**src/rtl/iir_sos_sched_pkg.sv**
```systemverilog
// Shared types and constants for the SOS cascade sequencer.
package iir_pkg;

    // Number of MAC taps per section (b0, b1, b2, a1, a2; a0 is normalised).
    localparam int NTAP = 5;

    typedef enum logic [2:0] {
        TAP_B0 = 3'd0,
        TAP_B1 = 3'd1,
        TAP_B2 = 3'd2,
        TAP_A1 = 3'd3,
        TAP_A2 = 3'd4
    } tap_t;

    typedef enum logic [1:0] {
        IDLE  = 2'd0,
        ISSUE = 2'd1,
        DRAIN = 2'd2,
        WB    = 2'd3
    } state_t;

    // Cycles spent on one section: 5 issue cycles, MAC_LAT drain, 1 writeback.
    function automatic int sect_period(int mac_lat);
        return 6 + mac_lat;
    endfunction

endpackage

```
**src/rtl/iir_sos_sched_if.sv**
```systemverilog
// Control bundle between the sequencer and the shared MAC datapath.
interface iir_sos_sched_if #(
    parameter int SW = 2
);
    import iir_pkg::*;

    // dv_in is a single-cycle sample strobe with no ready: it is accepted only
    // when busy is low (IDLE or the final writeback cycle); a strobe seen while
    // busy is high is dropped and recorded in the sticky overrun flag.
    logic          dv_in;
    logic          overrun_clr;
    logic          busy;
    logic [SW-1:0] sect;
    logic [2:0]    tap;
    logic          mac_en;
    logic          acc_clr;
    logic          sect_done;
    logic          hist_shift;
    logic          dv_out;
    logic          overrun;
    state_t        dbg_state;

    modport master (
        output dv_in, overrun_clr,
        input  busy, sect, tap, mac_en, acc_clr, sect_done, hist_shift,
               dv_out, overrun, dbg_state
    );

    modport slave (
        input  dv_in, overrun_clr,
        output busy, sect, tap, mac_en, acc_clr, sect_done, hist_shift,
               dv_out, overrun, dbg_state
    );

endinterface

```
**src/rtl/iir_sos_sched.sv**
```systemverilog
// Schedules five MACs per section across NSECT cascaded biquads sharing one
// MAC datapath. All outputs are registered from the next-state decode.
module iir_sos_sched #(
    parameter int NSECT   = 4,
    parameter int MAC_LAT = 2
) (
    input logic              clk,
    input logic              rst,
    iir_sos_sched_if.slave   bus
);
    import iir_pkg::*;

    localparam int SW = (NSECT > 1) ? $clog2(NSECT) : 1;
    localparam logic [SW-1:0] SECT_LAST  = SW'(NSECT - 1);
    localparam logic [2:0]    DRAIN_LAST = (MAC_LAT > 0) ? 3'(MAC_LAT - 1) : 3'd0;
    localparam tap_t          TAP_LAST   = tap_t'(3'(NTAP - 1));

    state_t        state_q, state_n;
    logic [SW-1:0] sect_q, sect_n;
    tap_t          tap_q, tap_n;
    logic [2:0]    drain_q, drain_n;
    logic          mac_en_q, acc_clr_q, sect_done_q, dv_out_q, busy_q, overrun_q;

    // Next-state decode for the FSM and its tap/drain/section counters.
    always_comb begin
        state_n = state_q;
        sect_n  = sect_q;
        tap_n   = tap_q;
        drain_n = drain_q;
        case (state_q)
            IDLE: begin
                if (bus.dv_in) begin
                    state_n = ISSUE;
                    sect_n  = '0;
                    tap_n   = TAP_B0;
                end
            end
            ISSUE: begin
                if (tap_q == TAP_LAST) begin
                    drain_n = '0;
                    state_n = (MAC_LAT == 0) ? WB : DRAIN;
                end else begin
                    tap_n = tap_t'(tap_q + 3'd1);
                end
            end
            DRAIN: begin
                if (drain_q == DRAIN_LAST) begin
                    state_n = WB;
                end else begin
                    drain_n = drain_q + 3'd1;
                end
            end
            WB: begin
                if (sect_q != SECT_LAST) begin
                    sect_n  = sect_q + SW'(1);
                    tap_n   = TAP_B0;
                    state_n = ISSUE;
                end else if (bus.dv_in) begin
                    // Final writeback frees the datapath, so a new sample
                    // can start section 0 straight away.
                    sect_n  = '0;
                    tap_n   = TAP_B0;
                    state_n = ISSUE;
                end else begin
                    state_n = IDLE;
                end
            end
            default: state_n = IDLE;
        endcase
    end

    // State, counters and registered strobes; overrun set beats clear.
    always_ff @(posedge clk) begin
        if (rst) begin
            state_q     <= IDLE;
            sect_q      <= '0;
            tap_q       <= TAP_B0;
            drain_q     <= '0;
            mac_en_q    <= 1'b0;
            acc_clr_q   <= 1'b0;
            sect_done_q <= 1'b0;
            dv_out_q    <= 1'b0;
            busy_q      <= 1'b0;
            overrun_q   <= 1'b0;
        end else begin
            state_q     <= state_n;
            sect_q      <= sect_n;
            tap_q       <= tap_n;
            drain_q     <= drain_n;
            mac_en_q    <= (state_n == ISSUE);
            acc_clr_q   <= (state_n == ISSUE) && (tap_n == TAP_B0);
            sect_done_q <= (state_n == WB);
            dv_out_q    <= (state_n == WB) && (sect_n == SECT_LAST);
            busy_q      <= (state_n == ISSUE) || (state_n == DRAIN) ||
                           ((state_n == WB) && (sect_n != SECT_LAST));
            if (bus.dv_in && busy_q) begin
                overrun_q <= 1'b1;
            end else if (bus.overrun_clr) begin
                overrun_q <= 1'b0;
            end
        end
    end

    assign bus.busy       = busy_q;
    assign bus.sect       = sect_q;
    assign bus.tap        = tap_q;
    assign bus.mac_en     = mac_en_q;
    assign bus.acc_clr    = acc_clr_q;
    assign bus.sect_done  = sect_done_q;
    assign bus.hist_shift = sect_done_q;
    assign bus.dv_out     = dv_out_q;
    assign bus.overrun    = overrun_q;
    assign bus.dbg_state  = state_q;

endmodule

```
**src/flat_wrapper.sv**
```systemverilog
// flat-port wrapper written by rule: the top's interface ports become plain ports
module iir_sos_sched_flat import iir_pkg::*;
#(
    parameter int NSECT   = 4,
    parameter int MAC_LAT = 2
)
  (clk, rst, bus_dv_in, bus_overrun_clr, bus_busy, bus_sect, bus_tap, bus_mac_en, bus_acc_clr, bus_sect_done, bus_hist_shift, bus_dv_out, bus_overrun, bus_dbg_state);
  iir_sos_sched_if bus_i ();
  input logic clk;
  input logic rst;
  input wire logic [$bits(bus_i.dv_in)-1:0] bus_dv_in;
  input wire logic [$bits(bus_i.overrun_clr)-1:0] bus_overrun_clr;
  output wire logic [$bits(bus_i.busy)-1:0] bus_busy;
  output wire logic [$bits(bus_i.sect)-1:0] bus_sect;
  output wire logic [$bits(bus_i.tap)-1:0] bus_tap;
  output wire logic [$bits(bus_i.mac_en)-1:0] bus_mac_en;
  output wire logic [$bits(bus_i.acc_clr)-1:0] bus_acc_clr;
  output wire logic [$bits(bus_i.sect_done)-1:0] bus_sect_done;
  output wire logic [$bits(bus_i.hist_shift)-1:0] bus_hist_shift;
  output wire logic [$bits(bus_i.dv_out)-1:0] bus_dv_out;
  output wire logic [$bits(bus_i.overrun)-1:0] bus_overrun;
  output wire logic [$bits(bus_i.dbg_state)-1:0] bus_dbg_state;
  assign bus_i.dv_in = bus_dv_in;
  assign bus_i.overrun_clr = bus_overrun_clr;
  assign bus_busy = bus_i.busy;
  assign bus_sect = bus_i.sect;
  assign bus_tap = bus_i.tap;
  assign bus_mac_en = bus_i.mac_en;
  assign bus_acc_clr = bus_i.acc_clr;
  assign bus_sect_done = bus_i.sect_done;
  assign bus_hist_shift = bus_i.hist_shift;
  assign bus_dv_out = bus_i.dv_out;
  assign bus_overrun = bus_i.overrun;
  assign bus_dbg_state = bus_i.dbg_state;
  iir_sos_sched #(.NSECT(NSECT), .MAC_LAT(MAC_LAT)) u_core (.clk(clk), .rst(rst), .bus(bus_i));
endmodule
```
**config.mk**
```make
export PLATFORM = sky130hd
export DESIGN_NAME = iir_sos_sched_flat
export DESIGN_NICKNAME = d
export VERILOG_FILES = /design/src/rtl/iir_sos_sched_pkg.sv /design/src/rtl/iir_sos_sched_if.sv /design/src/rtl/iir_sos_sched.sv /design/src/flat_wrapper.sv
export SDC_FILE = /design/constraint.sdc
export NUM_CORES = 1
export LEC_CHECK = 0
export BUFFER_PORTS_ARGS = -buffer_cell sky130_fd_sc_hd__buf_2
export CAP_MARGIN = 20
export CELL_PAD_IN_SITES_DETAIL_PLACEMENT = 1
export CELL_PAD_IN_SITES_GLOBAL_PLACEMENT = 1
export CORE_MARGIN = 2
export CORE_UTILIZATION = 42
export CTS_BUF_LIST = sky130_fd_sc_hd__clkbuf_2
export DETAILED_ROUTE_END_ITERATION = 10
export PLACE_DENSITY_LB_ADDON = 0.1
export SLEW_MARGIN = 20
export SYNTH_ARGS = -nofsm -noshare
export SYNTH_HDL_FRONTEND = slang
export SYNTH_SLANG_ARGS = --single-unit
```
**constraint.sdc**
```tcl
create_clock -name clk -period 2.1 [get_ports clk]
set_input_delay 0.42 -clock clk [delete_from_list [all_inputs] [get_ports clk]]
set_output_delay 0.42 -clock clk [all_outputs]
set_load 0.005 [all_outputs]
```
==> results of run 1 <==
power by group through the flow:
stage               clock (mW)  combinational [mW]  sequential (mW)
floorplan                    0              0.0700            0.333
global placement             0               0.110            0.330
detailed placement           0               0.116            0.331
CTS                      0.152               0.120            0.325
global route             0.168               0.134            0.328
finish                   0.150               0.121            0.326
area by class of cell:
type                       count  share of cell area
sequential                    16               0.300
timing repair buffer          20               0.100
clock buffer                   3              0.0140
multi-input combinational     76               0.523
clock inverter                 1             0.00349
tap                           27              0.0314
inverter                       8              0.0279
cell families after synthesis:
kind of cell / Yosys count / share of synthesized area
flops: 16 / 0.350
fa+ha+maj: 13 / 0.178
simple gates: 36 / 0.225
buf+inv: 10 / 0.0451
compound gates: 27 / 0.202
flip-flops by register name, indices dropped and copies added (netlist names):
register and cells:
u_core.bus.acc_clr 1, u_core.bus.busy 1, u_core.bus.dbg_state 2, u_core.bus.dv_out 1, u_core.bus.hist_shift 1, u_core.bus.mac_en 1
u_core.bus.overrun 1, u_core.bus.sect 2, u_core.bus.tap 3, u_core.drain_q 3
worst register-to-register path, stage by stage (launching register included):
cell and delay, ns:
dfxtp_2 0.39, inv_1 0.09, ha_1 0.21, and3b_1 0.19
o22ai_1 0.21, a22oi_2 0.14, ha_1 0.33, inv_1 0.06
o31a_1 0.30
cells in the mapped netlist, drive strengths merged, types with 2 or more instances:
cell type / number / area share
and2b: 2 / 0.018
inv: 8 / 0.033
nand2b: 4 / 0.027
nand2: 2 / 0.0082
nand3: 2 / 0.016
a22oi: 2 / 0.016
dfxtp: 16 / 0.35
o21ai: 4 / 0.022
o21bai: 2 / 0.016
ha: 13 / 0.18
nor2: 13 / 0.053
a32o: 2 / 0.022
a21oi: 10 / 0.055
nor2b: 5 / 0.034
what timing repair did:
item,CTS,global route
buffers inserted,0,0
endpoints found under the setup margin,1,3
endpoints found under the hold margin,0,0
resized for setup,1,5
pin swaps,0,0
routing by layer:
layer  GRT usage  part of all wire
met4      0.0676             0.014
met2       0.360              0.48
met5           0                 0
met1       0.255              0.48
met3      0.0357             0.034
stage by stage:
stage / total power [mW] / worst slack [ns] / std cells / hold slack (ns) / cell area, um2
after floorplan: 0.403 / 0.168 / 102 / 0.460 / 916
after global placement: 0.440 / 0.175 / 147 / 0.451 / 1050
after detailed placement: 0.448 / 0.000551 / 147 / 0.493 / 1050
after CTS: 0.597 / 0.0153 / 151 / 0.361 / 1070
after global routing: 0.630 / 0.00445 / 151 / 0.372 / 1070
final: 0.598 / 0.0943 / 151 / 0.362 / 1070
path summary, 6_finish.rpt:
check / startpoint / endpoint / cells after the start
setup / recovery: u_core.bus.dbg_state[0]$_SDFF_PP0_ / u_core.bus.busy$_SDFF_PP0_ / 8
setup reg to reg: u_core.bus.dbg_state[0]$_SDFF_PP0_ / u_core.bus.busy$_SDFF_PP0_ / 8
hold reg to reg: u_core.bus.overrun$_SDFFE_PP0P_ / u_core.bus.overrun$_SDFFE_PP0P_ / 2
hold / removal: bus_overrun_clr / u_core.bus.overrun$_SDFFE_PP0P_ / 3
==> metrics.md, run 1 <==
| Metric | Value |
|---|---|
| Total of max-cap violations | `0` |
| Total gr overflow | `0` |
| WL final | `2350 um` |
| RSZ-0062 raised after global routing | `false` |
| Share of cells above drive strength 1 | `0.258` |
| # DRC | `0` |
| CTS tree | `done` |
| Mapped Cells | `102` |
| Worst Path Max Fanout | `4` |
| Req. time, crit path | `2.31 ns` |
| Clk pwr share | `0.252` |
| Crit. End Element | `flip-flop` |
| TritonCTS Sinks | `16` |
| Max-slew violation count | `0` |
| Worst-Margin Slew | `0.337 ns` |
| Maximum clock frequency | `0.499 GHz` |
| Die Ht | `50.7 um` |
| Nets | `142` |
| Sw Pwr | `0.185 mW` |
| CP Launch Type | `flip-flop` |
| Reg clk slew, reported paths | `0.17 ns` |
| Commonest non-fill, non-tap cell in the layout | `buf_2` |
| Most used DFF post-synth | `dfxtp_1` |
| First-pass GRT wire length | `3930 um` |
| Vias in the first global route | `841` |
| Cell with the largest stage delay on the worst path | `dfxtp_2` |
| Final Core Density | `0.537` |
| Yosys reg bits | `16` |
| H-tree depth | `1` |
| Area of the multi-input gates | `562 um2` |
| Clock buffer depth | `2` |
| Slew HR | `0.776` |
| Worst Path Arrival | `2.22 ns` |
| Tcrit/Tclk final | `0.955` |
| Post-DRT Antenna Nets | `0` |
| Per-cell routed wire length | `15.6 um` |
| Sequential Power Share | `0.546` |
| Largest incremental delay on the critical path | `0.39 ns` |
| Setup TNS | `0 ns` |
| Initial core utilization | `0.457` |
| Port bufs | `17` |
| Fill count | `256` |
| DP HPWL | `1790 um` |
| Outcome | `finished, final reports clean` |
| Drt pass-1 iters | `4` |
| Area delta synth->final | `17.3%` |
| Comb power frac | `0.203` |
| IR drop worst, VDD | `311 uV` |
| Clock Latency Late Sink | `0.30 ns` |
| Die width | `50.7 um` |
| RePlAce Congestion | `0.740` |
| Diode count | `0` |
| FFs w/ async S/R, synth | `0` |
| Sequential Area | `323 um2` |
| Crit path max-delay family | `compound AO/OA/AOI/OAI gates` |
| Number of cell rows | `16` |
| GRT Total Usage | `0.206` |
| Register area share after synthesis | `0.350` |
| Largest net degree at the start of global routing | `16` |
| Clk_skew | `0.000879 ns` |
| Crit-path cells | `inv_1 > ha_1 > and3b_1 > o22ai_1 > a22oi_2 > ha_1 > inv_1 > o31a_1` |
| Synth warn | `0` |
| Die area | `2570 um2` |
| Net Sw Frac | `0.310` |
| R2R Setup Slk | `0.09 ns` |
| 1st-iter DRT viols | `13` |
| Leak Pwr | `0.503 nW` |
| Pwr Density | `556 nW/um2` |
| Total CTS buffers | `3` |
| Initial antenna violation count | `0` |
| # setup viols final | `0` |
| Mapped cell area | `916 um2` |
| Post-CTS Hold Fix Bufs | `0` |
| I/O pin cnt | `18` |
| DR vias/cell | `5.34` |
| Worst Path Buf+Inv | `2` |
| Most frequent cells in the layout | `buf_2 (17), dfxtp_1 (14), nor2_1 (13)` |
| Kind of critical path | `flip-flop to flip-flop` |
| EDFF count, synth | `0` |
| Root Buffer | `clkbuf_2` |
| Crit path time final | `2.01 ns` |
| Worst Hold Class | `input port to flip-flop` |
| Synth cell types | `33` |
| Final hold viol count | `0` |
| DR vias | `807` |
| Core ar. | `2000 um2` |
| Syn_nets | `119` |
| Syn_area_per_cell | `8.98 um2` |
| Int Power | `0.412 mW` |
Power figures use the tool's default switching activity.
==> inputs of run 2 (changes only) <==
--- a/config.mk
+++ b/config.mk
@@ -14,6 +14,7 @@
 export CTS_BUF_LIST = sky130_fd_sc_hd__clkbuf_2
 export DETAILED_ROUTE_END_ITERATION = 10
 export PLACE_DENSITY_LB_ADDON = 0.1
+export RECOVER_POWER = 25
 export SLEW_MARGIN = 20
 export SYNTH_ARGS = -nofsm -noshare
 export SYNTH_HDL_FRONTEND = slang
==> run 2 against run 1 <==
Sequential cell count did not move. Final area fell by 0.35%. Die area did not move. Combinational power barely moved. Non-clock buffer count did not move. Hold slack barely moved. Clock power barely moved. Final cell count did not move. Sequential share of layout area rose by 0.11 points. Largest cell class unchanged. Setup slack barely moved. Total power barely moved.
==> metrics.md, run 2 (synthesis gave the netlist of run 1 again) <==
| Metric | Value |
|---|---|
| Worst Hold Class | `input port to flip-flop (unchanged)` |
| Slew HR | `0.777 (was 0.776)` |
| Area delta synth->final | `16.9% (was 17.3%)` |
| Sequential Area | `323 um2 (unchanged)` |
| Total CTS buffers | `3 (unchanged)` |
| Area of the multi-input gates | `562 um2 (unchanged)` |
| Drt pass-1 iters | `4 (unchanged)` |
| Nets | `142 (unchanged)` |
| Worst Path Arrival | `2.22 ns (about the same)` |
| Largest incremental delay on the critical path | `0.39 ns (about the same)` |
| Postcts setup bufs | `0 (unchanged)` |
| Die Ht | `50.7 um (unchanged)` |
| Total of max-cap violations | `0 (unchanged)` |
| Total gr overflow | `0 (unchanged)` |
| Initial core utilization | `0.457 (unchanged)` |
| Leak Pwr | `0.492 nW (was 0.503 nW)` |
| Final hold viol count | `0 (unchanged)` |
| DP Cell Count | `147 (unchanged)` |
| H-tree depth | `1 (unchanged)` |
| Largest net degree at the start of global routing | `16 (unchanged)` |
| Crit path time final | `2.01 ns (about the same)` |
| Post-CTS Hold Fix Bufs | `0 (unchanged)` |
| Post-DRT Antenna Nets | `0 (unchanged)` |
| DP Area | `1050 um2 (unchanged)` |
| Vias in the first global route | `841 (unchanged)` |
| Kind of critical path | `flip-flop to flip-flop (unchanged)` |
| Number of cell rows | `16 (unchanged)` |
| Most frequent cells in the layout | `buf_2 (14), dfxtp_1 (14), nor2_1 (13) (was buf_2 (17), dfxtp_1 (14), nor2_1 (13))` |
| GRT Total Usage | `0.206 (unchanged)` |
| Total power draw | `0.598 mW (about the same)` |
| RSZ-0062 raised after global routing | `false (unchanged)` |
| Core ar. | `2000 um2 (unchanged)` |
| Worst-Margin Slew | `0.335 ns (was 0.337 ns)` |
| Design area | `1070 um2 (about the same)` |
| Diode count | `0 (unchanged)` |
| Root Buffer | `clkbuf_2 (unchanged)` |
| Reg clk slew, reported paths | `0.17 ns (about the same)` |
| Fill count | `257 (was 256)` |
| CP Launch Type | `flip-flop (unchanged)` |
| IR drop worst, VDD | `314 uV (was 311 uV)` |
| WL final | `2360 um (was 2350 um)` |
| First-pass GRT wire length | `3930 um (unchanged)` |
| TritonCTS Sinks | `16 (unchanged)` |
| Max-slew violation count | `0 (unchanged)` |
| Die area | `2570 um2 (unchanged)` |
| Final Core Density | `0.535 (was 0.537)` |
| Per-cell routed wire length | `15.6 um (about the same)` |
| DR vias | `807 (unchanged)` |
| # setup viols final | `0 (unchanged)` |
| I/O pin cnt | `18 (unchanged)` |
| Clock buffer depth | `2 (unchanged)` |
| Setup ws final | `0.0940 ns (was 0.0943 ns)` |
| Non-filler cells, final | `151 (unchanged)` |
| Req. time, crit path | `2.32 ns (was 2.31 ns)` |
| Port bufs | `17 (unchanged)` |
| Crit. End Element | `flip-flop (unchanged)` |
| Die width | `50.7 um (unchanged)` |
| Share of cells above drive strength 1 | `0.234 (was 0.258)` |
| Clock Latency Late Sink | `0.31 ns (was 0.30 ns)` |
| Crit-path cells | `inv_1 > ha_1 > and3b_1 > o22ai_1 > a22oi_2 > ha_1 > inv_1 > o31a_1 (unchanged)` |
| Maximum clock frequency | `0.498 GHz (was 0.499 GHz)` |
| Initial antenna violation count | `0 (unchanged)` |
| Outcome | `finished, final reports clean (unchanged)` |
| Clk_skew | `0.00384 ns (was 0.000879 ns)` |
| # DRC | `0 (unchanged)` |
| Pwr Density | `558 nW/um2 (was 556 nW/um2)` |
| Cell with the largest stage delay on the worst path | `dfxtp_2 (unchanged)` |
| DP Worst Slack | `0.000551 ns (unchanged)` |
| Tcrit/Tclk final | `0.955 (about the same)` |
| Worst Path Max Fanout | `4 (unchanged)` |
| CTS tree | `done (unchanged)` |
| Setup TNS | `0 ns (unchanged)` |
| DR vias/cell | `5.34 (unchanged)` |
| DP HPWL | `1790 um (unchanged)` |
| Final hold slack | `0.362 ns (about the same)` |
| 1st-iter DRT viols | `13 (unchanged)` |
| RePlAce Congestion | `0.740 (unchanged)` |
-- run 2: changes by cell type in the layout (fill, tap and decap cells not counted) --
| cell | before | now |
|---|---|---|
| buf_2 | 17 | 14 |
| clkbuf_1 | 0 | 3 |
-- run 2: timing repair --
action	4_1_cts	5_1_grt
resized for setup	1	5
pin swaps	0	0
setup endpoints to repair	1	3
-- run 2: worst max-delay path: cells and delay by family (launching register included) --
kind,cells,cell delay [ns]
AND/OR/NAND/NOR,1,0.19
buffers and inverters,2,0.15
flip-flops,1,0.39
adder cells (fa/ha/maj),2,0.54
AO/OA/AOI/OAI,3,0.65
-- run 2: cell type report --
cell class,count,share of cell area
inverters,8,0.0280
repair buffers,20,0.0970
flip-flops and latches,16,0.301
well taps,27,0.0315
clock inverters,1,0.00350
clock buffers,3,0.0140
multi-input cells,76,0.525
-- run 2: report_power, final --
| part | internal [mW] | leakage [nW] | total, mW | switching (mW) |
|---|---|---|---|---|
| Combinational | 0.0523 | 0.347 | 0.120 | 0.0679 |
| Sequential | 0.318 | 0.131 | 0.326 | 0.00854 |
| Clock | 0.0414 | 0.0140 | 0.152 | 0.110 |
-- run 2: per-layer routing --
layer,up-vias,GRT usage,wire [um],part of all wire
met3,5,0.0357,82,0.035
met5,-,0,0,0
met1,381,0.255,1130,0.48
met4,0,0.0676,34,0.014
li1,403,-,-,-
met2,18,0.360,1120,0.47
-- run 2: final timing paths --
check                                     start                              end  slack [ns]  cells past startpoint
max          u_core.bus.dbg_state[0]$_SDFF_PP0_       u_core.bus.busy$_SDFF_PP0_        0.09                      8
min                             bus_overrun_clr  u_core.bus.overrun$_SDFFE_PP0P_        0.36                      3
max reg2reg  u_core.bus.dbg_state[0]$_SDFF_PP0_       u_core.bus.busy$_SDFF_PP0_        0.09                      8
min reg2reg     u_core.bus.overrun$_SDFFE_PP0P_  u_core.bus.overrun$_SDFFE_PP0P_        0.50                      2
==> inputs of run 3 (changes only) <==
--- a/config.mk
+++ b/config.mk
@@ -5,16 +5,16 @@
 export SDC_FILE = /design/constraint.sdc
 export NUM_CORES = 1
 export LEC_CHECK = 0
-export BUFFER_PORTS_ARGS = -buffer_cell sky130_fd_sc_hd__buf_2
-export CAP_MARGIN = 20
+export CAP_MARGIN = 10
 export CELL_PAD_IN_SITES_DETAIL_PLACEMENT = 1
 export CELL_PAD_IN_SITES_GLOBAL_PLACEMENT = 1
 export CORE_MARGIN = 2
-export CORE_UTILIZATION = 42
+export CORE_UTILIZATION = 45
 export CTS_BUF_LIST = sky130_fd_sc_hd__clkbuf_2
 export DETAILED_ROUTE_END_ITERATION = 10
+export DONT_BUFFER_PORTS = 1
 export PLACE_DENSITY_LB_ADDON = 0.1
-export RECOVER_POWER = 25
+export RECOVER_POWER = 100
 export SLEW_MARGIN = 20
 export SYNTH_ARGS = -nofsm -noshare
 export SYNTH_HDL_FRONTEND = slang
==> run 3 against run 2 <==
Hold slack worse by 0.21 ns. Critical path depth stayed put. Highest routed layer unchanged. Critical endpoint unchanged. Routed wire length is 16% lower.
==> metrics.md, run 3 (synthesis gave the netlist of run 1 again) <==
| Metric | Value |
|---|---|
| Outcome | `finished, final reports clean (unchanged)` |
| GRT Total Usage | `0.186 (was 0.206)` |
| RSZ-0062 raised after global routing | `false (unchanged)` |
| DR vias | `727 (was 807)` |
| Clk pwr share | `0.263 (was 0.254)` |
| Setup ws final | `0.153 ns (was 0.0940 ns)` |
| WL final | `1980 um (was 2360 um)` |
| # DRC | `0 (unchanged)` |
| Nets | `126 (was 142)` |
| Worst-Margin Slew | `0.315 ns (was 0.335 ns)` |
| Crit path time final | `1.95 ns (was 2.01 ns)` |
| Root Buffer | `clkbuf_2 (unchanged)` |
| Setup TNS | `0 ns (unchanged)` |
| First-pass GRT wire length | `3440 um (was 3930 um)` |
| CP Launch Type | `flip-flop (unchanged)` |
| Comb power frac | `0.163 (was 0.201)` |
| Int Power | `0.402 mW (was 0.411 mW)` |
| Die area | `2410 um2 (was 2570 um2)` |
| Final hold slack | `0.153 ns (was 0.362 ns)` |
| Gr busiest metal | `met2 (unchanged)` |
| Maximum clock frequency | `0.514 GHz (was 0.498 GHz)` |
| Post-DRT Antenna Nets | `0 (unchanged)` |
| Total gr overflow | `0 (unchanged)` |
| H-tree depth | `1 (unchanged)` |
| GR met2 Demand/Resource | `0.295 (was 0.360)` |
| Core ar. | `1940 um2 (was 2000 um2)` |
| Non-filler cells, final | `135 (was 151)` |
| Worst Path Arrival | `2.16 ns (was 2.22 ns)` |
| Die width | `49.1 um (was 50.7 um)` |
| Most frequent cells in the layout | `dfxtp_1 (14), nor2_1 (13), ha_1 (13) (was buf_2 (14), dfxtp_1 (14), nor2_1 (13))` |
| Pwr Density | `581 nW/um2 (was 558 nW/um2)` |
| TritonCTS Sinks | `16 (unchanged)` |
| RePlAce Congestion | `0.802 (was 0.740)` |
| Per-cell routed wire length | `14.6 um (was 15.6 um)` |
| Number of cell rows | `16 (unchanged)` |
| Initial antenna violation count | `0 (unchanged)` |
| Reg clk slew, reported paths | `0.18 ns (was 0.17 ns)` |
| Share of cells above drive strength 1 | `0.111 (was 0.234)` |
| Crit-path cells | `inv_1 > ha_1 > and3b_1 > o22ai_1 > a22oi_2 > ha_1 > inv_1 > o31a_1 (unchanged)` |
| # resized after CTS | `0 (was 1)` |
| Sequential Power Share | `0.574 (was 0.546)` |
| Port bufs | `0 (was 17)` |
| Worst Hold Class | `input port to flip-flop (unchanged)` |
| Worst Setup SP | `u_core.bus.dbg_state[0]$_SDFF_PP0_ (unchanged)` |
| Area delta synth->final | `7.24% (was 16.9%)` |
| Drt pass-1 iters | `2 (was 4)` |
| Met1 Track Usage GR | `0.248 (was 0.255)` |
| Hold_sp | `rst (was bus_overrun_clr)` |
| Clock buffer depth | `2 (unchanged)` |
| 1st-iter DRT viols | `11 (was 13)` |
| Req. time, crit path | `2.32 ns (about the same)` |
| DP Cell Count | `131 (was 147)` |
| I/O pin cnt | `18 (unchanged)` |
| DP HPWL | `1480 um (was 1790 um)` |
| IR drop worst, VDD | `238 uV (was 314 uV)` |
| Total of max-cap violations | `0 (unchanged)` |
| Crit. End Element | `flip-flop (unchanged)` |
| Total CTS buffers | `3 (unchanged)` |
| Net Sw Frac | `0.296 (was 0.312)` |
| Largest net degree at the start of global routing | `16 (unchanged)` |
| Leak Pwr | `0.415 nW (was 0.492 nW)` |
| Initial core utilization | `0.472 (was 0.457)` |
| Sw Pwr | `0.169 mW (was 0.187 mW)` |
| Total power draw | `0.571 mW (was 0.598 mW)` |
| Clk_skew | `0.00506 ns (was 0.00384 ns)` |
| Max-slew violation count | `0 (unchanged)` |
| # setup viols final | `0 (unchanged)` |
| Tcrit/Tclk final | `0.927 (was 0.955)` |
| Commonest non-fill, non-tap cell in the layout | `dfxtp_1` |
| Kind of critical path | `flip-flop to flip-flop (unchanged)` |
| Diode count | `0 (unchanged)` |
| Post-CTS Hold Fix Bufs | `0 (unchanged)` |
| Vias in the first global route | `739 (was 841)` |
| Worst Path Max Fanout | `5 (was 4)` |
| CTS tree | `done (unchanged)` |
| Cell with the largest stage delay on the worst path | `dfxtp_2 (unchanged)` |
| DP Worst Slack | `0.0498 ns (was 0.000551 ns)` |
| Slew HR | `0.790 (was 0.777)` |
| DR vias/cell | `5.39 (was 5.34)` |
| Clock Latency Late Sink | `0.30 ns (was 0.31 ns)` |
| Largest incremental delay on the critical path | `0.43 ns (was 0.39 ns)` |
| Reg2reg start | `u_core.bus.dbg_state[0]$_SDFF_PP0_ (unchanged)` |
| Die Ht | `49.1 um (was 50.7 um)` |
| Met3 Track Usage GR | `0.0368 (was 0.0357)` |
| Postcts setup bufs | `0 (unchanged)` |
| Final hold viol count | `0 (unchanged)` |
==> run 3: cell types whose count changed in the layout (fill, tap and decap cells not counted), sizes merged <==
| cell | delta |
|---|---|
| buf | -15 |
| clkbuf | -1 |
==> run 3: path summary, 6_finish.rpt <==
path                                        endpoint  slack [ns]  depth (start not counted)
hold / removal    u_core.bus.dbg_state[1]$_SDFF_PP0_        0.15                          1
setup / recovery          u_core.bus.busy$_SDFF_PP0_        0.15                          8
hold reg to reg      u_core.bus.overrun$_SDFFE_PP0P_        0.49                          2
setup reg to reg          u_core.bus.busy$_SDFF_PP0_        0.15                          8
==> run 3: critical path: cells and delay by family, from the launching register on <==
family / cells / cell delay, ns
AO/OA/AOI/OAI: 3 / 0.59
adder cells (fa/ha/maj): 2 / 0.53
buffers and inverters: 2 / 0.13
flip-flops: 1 / 0.43
AND/OR/NAND/NOR: 1 / 0.20
==> run 3: routing by layer <==
metal	up-vias	share of wire	wire length, um
met2	13	0.44	862
met3	4	0.031	62
met1	342	0.52	1030
li1	368	-	-
met5	-	0	0
met4	0	0.012	23
==> run 3: power by group through the flow <==
| stage | sequential (mW) | clock [mW] | combinational (mW) |
|---|---|---|---|
| after floorplan | 0.333 | 0 | 0.0700 |
| after CTS | 0.328 | 0.155 | 0.0936 |
| after global placement | 0.333 | 0 | 0.0897 |
| after global routing | 0.330 | 0.163 | 0.107 |
| final | 0.328 | 0.150 | 0.0930 |
| after detailed placement | 0.334 | 0 | 0.0934 |
==> run 3: cell type report <==
| type | instances | area [um2] |
|---|---|---|
| well taps | 27 | 33.8 |
| flip-flops and latches | 16 | 323 |
| inverters | 8 | 30.0 |
| clock buffers | 3 | 15.0 |
| repair buffers | 4 | 22.5 |
| clock inverters | 1 | 3.75 |
| fillers | 250 | 960 |
| multi-input cells | 76 | 554 |
==> run 3: per-stage QoR <==
step | instance area, um2 | utilization
2_1_floorplan | 916 | -
3_3_place_gp | 968 | 0.499
3_5_place_dp | 968 | 0.499
4_1_cts | 987 | 0.508
5_1_grt | 982 | 0.506
6_report | 982 | 0.506
